[config.mk]
export PLATFORM = sky130hd
export DESIGN_NAME = tdm_demux
export DESIGN_NICKNAME = d
export VERILOG_FILES = /design/src/rtl/tdm_demux.sv
export SDC_FILE = /design/constraint.sdc
export NUM_CORES = 1
export LEC_CHECK = 0
export CAP_MARGIN = 10
export CORE_MARGIN = 3
export CORE_UTILIZATION = 40
export CTS_BUF_LIST = sky130_fd_sc_hd__clkbuf_2
export CTS_CLUSTER_SIZE = 20
export DETAILED_ROUTE_END_ITERATION = 8
export GPL_ROUTABILITY_DRIVEN = 1
export PLACE_DENSITY = 0.62
export SYNTH_ARGS = -nofsm -noshare
export SYNTH_HDL_FRONTEND = slang
export SYNTH_SLANG_ARGS = --single-unit
[constraint.sdc]
create_clock -name clk -period 4 [get_ports clk]
set_input_delay 1.2 -clock clk [delete_from_list [all_inputs] [get_ports clk]]
set_output_delay 1.2 -clock clk [all_outputs]
set_load 0.01 [all_outputs]
[src/rtl/tdm_demux.sv]
// Time-division demultiplexer: splits an interleaved byte stream with a start-of-frame
// marker into LANES parallel lanes, publishing each completed frame atomically.
module tdm_demux #(
  parameter int DATA_W = 8,
  parameter int LANES  = 4,
  localparam int SLOT_W = $clog2(LANES)
) (
  input  logic                    clk,
  input  logic                    rst,
  input  logic                    in_valid,
  input  logic                    in_sof,
  input  logic [DATA_W-1:0]       in_data,
  output logic [LANES*DATA_W-1:0] out_data,
  output logic                    out_valid,
  output logic [LANES-1:0]        lane_strobe,
  output logic [SLOT_W-1:0]       slot,
  output logic                    locked,
  output logic                    sync_err
);

  typedef enum logic {HUNT = 1'b0, RUN = 1'b1} state_t;

  localparam logic [SLOT_W-1:0] LAST_SLOT = SLOT_W'(LANES - 1);

  state_t                  state_q, state_d;
  logic [SLOT_W-1:0]       slot_q, slot_d;
  logic [DATA_W-1:0]       stage_q [LANES];
  logic [LANES*DATA_W-1:0] out_data_q;
  logic [LANES*DATA_W-1:0] frame_w;
  logic                    out_valid_q;
  logic                    sync_err_q;
  logic [LANES-1:0]        strobe_q;

  logic                    wr_en;
  logic [SLOT_W-1:0]       wr_idx;
  logic                    publish;
  logic                    err;

  always_ff @(posedge clk) begin
    if (rst) begin
      state_q <= HUNT;
      slot_q  <= '0;
    end else begin
      state_q <= state_d;
      slot_q  <= slot_d;
    end
  end

  // Any SOF beat seen while accepting is slot 0 of a frame, so the next slot is always 1.
  always_comb begin
    state_d = state_q;
    slot_d  = slot_q;
    if (in_valid) begin
      unique case (state_q)
        HUNT: begin
          if (in_sof) begin
            state_d = RUN;
            slot_d  = SLOT_W'(1);
          end
        end
        RUN: begin
          if (in_sof) begin
            slot_d = SLOT_W'(1);
          end else if (slot_q == '0) begin
            state_d = HUNT;
            slot_d  = '0;
          end else begin
            slot_d = (slot_q == LAST_SLOT) ? '0 : slot_q + SLOT_W'(1);
          end
        end
        default: ;
      endcase
    end
  end

  always_comb begin
    wr_en   = 1'b0;
    wr_idx  = '0;
    publish = 1'b0;
    err     = 1'b0;
    if (in_valid) begin
      unique case (state_q)
        HUNT: wr_en = in_sof;
        RUN: begin
          if (in_sof) begin
            wr_en = 1'b1;
            err   = (slot_q != '0);
          end else if (slot_q == '0) begin
            err = 1'b1;
          end else begin
            wr_en   = 1'b1;
            wr_idx  = slot_q;
            publish = (slot_q == LAST_SLOT);
          end
        end
        default: ;
      endcase
    end
  end

  // The final slot bypasses staging so the whole frame lands in out_data on one edge.
  always_comb begin
    frame_w = '0;
    for (int i = 0; i < LANES; i++) begin
      frame_w[i*DATA_W +: DATA_W] = (i == LANES - 1) ? in_data : stage_q[i];
    end
  end

  always_ff @(posedge clk) begin
    if (rst) begin
      for (int i = 0; i < LANES; i++) stage_q[i] <= '0;
      out_data_q  <= '0;
      out_valid_q <= 1'b0;
      sync_err_q  <= 1'b0;
      strobe_q    <= '0;
    end else begin
      if (wr_en) stage_q[wr_idx] <= in_data;
      if (publish) out_data_q <= frame_w;
      out_valid_q <= publish;
      sync_err_q  <= err;
      strobe_q    <= wr_en ? (LANES'(1) << wr_idx) : '0;
    end
  end

  assign out_data    = out_data_q;
  assign out_valid   = out_valid_q;
  assign lane_strobe = strobe_q;
  assign slot        = slot_q;
  assign locked      = (state_q == RUN);
  assign sync_err    = sync_err_q;

endmodule

# After elaboration in Yosys (flattened, before gate mapping)
# Memory sizes are Yosys's and may differ from the RTL's. A register that Yosys moved wholly into a read port is not among the register bits.
# Index checks and enable logic that the tools add are counted.
[totals]
mem_count = 1
output_inout_bits = 41
ram_bits = 32
wordCells = 49
ff_bits = 41
[mem_list]
columns = ["memory", "depth", "word_bits", "rd", "rd_clocked_by_memory_dff", "write_ports", "line_no", "text"]
rows = [
  ["stage_q", 4, 8, 3, 3, 4, "27", "logic [DATA_W-1:0] stage_q [LANES];"],
]
[classes]
eq_ne = 2
mux = 29
n_shift = 1
bitwise_logic = 3
n_reduce_logical = 6
addsub = 1
[op_table]
columns = ["cell", "n"]
rows = [
  ["2-bit 2-to-1 mux", 9],
  ["1-bit 2-to-1 mux", 16],
  ["8-bit 2-to-1 mux", 1],
  ["8-bit OR reduction", 1],
  ["1-bit one-hot mux with 2 select lines", 2],
  ["2-bit one-hot mux with 2 select lines", 1],
  ["1-bit by 2-bit << shifter with 4-bit output, first input constant", 1],
  ["1-bit NOT", 3],
  ["3-bit OR reduction", 1],
  ["2-bit by 1-bit adder with 2-bit output, second input constant", 1],
  ["2-bit == test, second input constant", 1],
  ["2-bit zero test", 1],
  ["2-bit inequality test, second input constant", 1],
  ["2-bit AND reduction", 1],
  ["2-bit nonzero test", 1],
  ["2-bit OR reduction", 1],
]

# Depth between registers and ports, before layout
[depth]
ltp_word = 10
mapped_depth = 7

# Least setup slack after synthesis
# OpenSTA, ideal clock, no wires.
[synth_path]
kind = "input to register"
start = "input in_sof"
end = "memory stage_q[2][0], enable pin"
t_arrival_ps = 2443
path_slack_ps = 1182
required_ps = 3625
path_stages = 7
cell_sequence = "buf_2 -> inv_1 -> ha_1 -> nand2_1 -> o2111ai_1 -> buf_2 -> o21bai_1"
[synth_rtl]
columns = ["element", "line_no", "text"]
rows = [
  ["start: declaration", "11", "input logic in_sof,"],
  ["end: declaration", "27", ""],
]

==> metrics.txt <==
status complete, no violations; net switching power between 200 and 300 uW; VDD IR max 160 uV; leakage power 0.00109 uW; # rows 28; total CTS buffers 9; Final WS setup 1.13 ns; relative slew slack 0.542; CP Launch Type primary input; Starting Density 0.416; Clock Tree Buf Depth 2; CTS tree done; Setup violations, final 0; core area between 5000 and 6000 um^2; Fin Clk Skew roughly 0.020 ns; initial antenna violation count 0; DR iter-0 viols 160; dpl cells ~360; Fin Setup TNS 0 ns; vias per cell 4.84; first-pass GRT wire length 8480 um; post-synth top area share 0.329; I/O Buffers 52; synthesized area 2490 um^2; min cycle time layout roughly 2.9 ns; die height 84.9 um; Distinct cells, synth 28; largest net degree at the start of global routing 41; worst slack, placed 0.607 ns; diodes inserted 0; Buf/Inv on CP 2; Max Cap Viol 0; clock network power share 0.327; Cells after Synth 247; register area share after synthesis 0.619; most common cell after layout, fill and taps aside nand2_1; Setup Crit Path Kind primary input to register; Comb power frac 0.051; post-route ant nets 0; PwrDens between 300 and 400 nW/um^2; CP max FO 10; Die X 84.9 um; H-tree levels 3; vias in the first global route 1754; Seq cells post-synth 65; Max stage delay cell, worst path clkdlybuf4s50_1; final slew viol count 0; synth-to-layout area growth 26.9%; Max Clk Rate 348 MHz; Nets 316; Slew @ Worst Pin 0.686 ns; layout cells sized above 1 0.108; Placer Congestion 0.742; cell internal pwr 866 uW; critical-path cell list clkdlybuf4s50_1, inv_1, ha_1, nand2_1, o211ai_1, o21bai_1; die area just over 7000 um^2; CTS clock-pin slew for the worst setup and hold paths 0.17 ns; total setup buffers inserted after CTS 0; Hold WC Path Type register to register; DP HPWL 3430 um; syn nets 263; CP Data Required Time 4.12 ns; CTS hold repair buffers 0; Sw Ratio 0.236; area leader, netlist dfxtp_1; CP max stage delay approximately 0.66 ns; Initial DRT Pass Iterations 4; final period utilization 0.719; Global Route Usage Sum 0.151; Root Driver clkbuf_2; vias after detailed routing 1840; Critical Path Sink Type register; sequential share of power 0.622; Gates resized, CTS repair 0; io pins 53; Avg WL per Cell roughly 13 um; Top delay family on crit path compound AO/OA/AOI/OAI gates; Critical Path AT 2.99 ns; most frequent cells in the layout nand2_1, clkdlybuf4s50_1, dfxtp_1, a21oi_1, edfxtp_1; post-route non-filler standard cell count 380; RSZ-0062 raised after global routing false; average size of a mapped cell slightly above 10 um^2; final wirelength 5040 um; yosys warns 0; remaining global-route overflow 0; worst-skew pair later-pin latency 0.49 ns; final hold vios 0; drc violations 0; CTS sink count 65; Synth area leaders dfxtp_1, edfxtp_1, nand2_1, a21oi_1, nor3_1
==> path summary, 6_finish.rpt <==
path	depth (start not counted)	slack (ns)	endpoint	startpoint
min reg2reg	2	0.47	out_data[4]	out_data[4]
max	6	1.13	stage_q[0][7]	in_sof
max reg2reg	6	1.84	stage_q[0][7]	slot[1]
min	2	0.47	out_data[4]	out_data[4]
==> synth_stat cells <==
library cell	instances
a221oi_1	1
nand2_1	66
o21bai_2	1
nand2_4	1
nand4b_1	1
o21ai_0	1
o211ai_1	1
buf_6	2
or3_4	1
edfxtp_1	24
a22oi_1	1
a311oi_1	1
nand2b_1	1
buf_2	8
ha_1	4
and3b_1	1
inv_1	12
clkbuf_1	4
o2111ai_1	1
a21oi_1	33
nor2_1	6
buf_4	4
and4b_1	1
nor3_1	18
o21bai_1	2
dfxtp_1	41
nor3_2	8
nor2b_1	2
==> metal layers <==
metal,wire (um),vias up,GRT usage
met5,0,-,0
met4,119,0,0.0820
met3,281,10,0.0398
met2,2260,51,0.227
met1,2380,846,0.199
li1,-,933,-
==> sequential cells by signal, indices dropped and copies added (netlist names) <==
signal	cells
out_data	32
stage_q	24
lane_strobe	4
slot	2
locked	1
out_valid	1
sync_err	1
==> per-stage QoR <==
step / util / power (uW) / cell area, um^2 / hold WS, ns
global placement: 0.510 / 778 / 3060 / 0.443
global route: 0.528 / 1190 / 3160 / 0.488
finish: 0.528 / 1130 / 3160 / 0.466
detailed placement: 0.510 / 778 / 3060 / 0.447
floorplan: - / 752 / 2490 / 0.471
CTS: 0.528 / 1140 / 3160 / 0.469
==> power by group through the flow <==
stage | clock [uW] | sequential [uW] | combinational [uW]
after floorplan | 0 | 718 | 34.0
after global placement | 0 | 720 | 57.7
after detailed placement | 0 | 720 | 57.9
after CTS | 379 | 706 | 58.2
after global routing | 416 | 708 | 63.4
final | 371 | 705 | 57.5
==> kinds of logic after synthesis <==
kind of cell | synth area share
buffers and inverters | 0.0613
and+or+nand+nor | 0.204
AOI/OAI and AO/OA | 0.0954
DFF | 0.619
adders and majority gates | 0.0201
==> final cells by class <==
| class | instances | area [um^2] |
|---|---|---|
| Clock inverter | 5 | 47.5 |
| Timing Repair Buffer | 60 | 581 |
| Fill cell | 593 | 2830 |
| Tap cell | 75 | 93.8 |
| Clock buffer | 11 | 55.1 |
| Inverter | 12 | 45.0 |
| Sequential cell | 65 | 1540 |
| Multi-Input combinational cell | 152 | 797 |
==> worst register-to-register path, delay by kind of cell (launching register included) <==
| family | cells | cell delay, ns |
|---|---|---|
| buffers and inverters | 1 | 0.08 |
| AND/OR/NAND/NOR | 1 | 0.09 |
| AO/OA/AOI/OAI | 2 | 0.75 |
| flip-flops | 1 | 0.49 |
| adder cells (fa/ha/maj) | 2 | 0.39 |
Power figures use the tool's default switching activity.
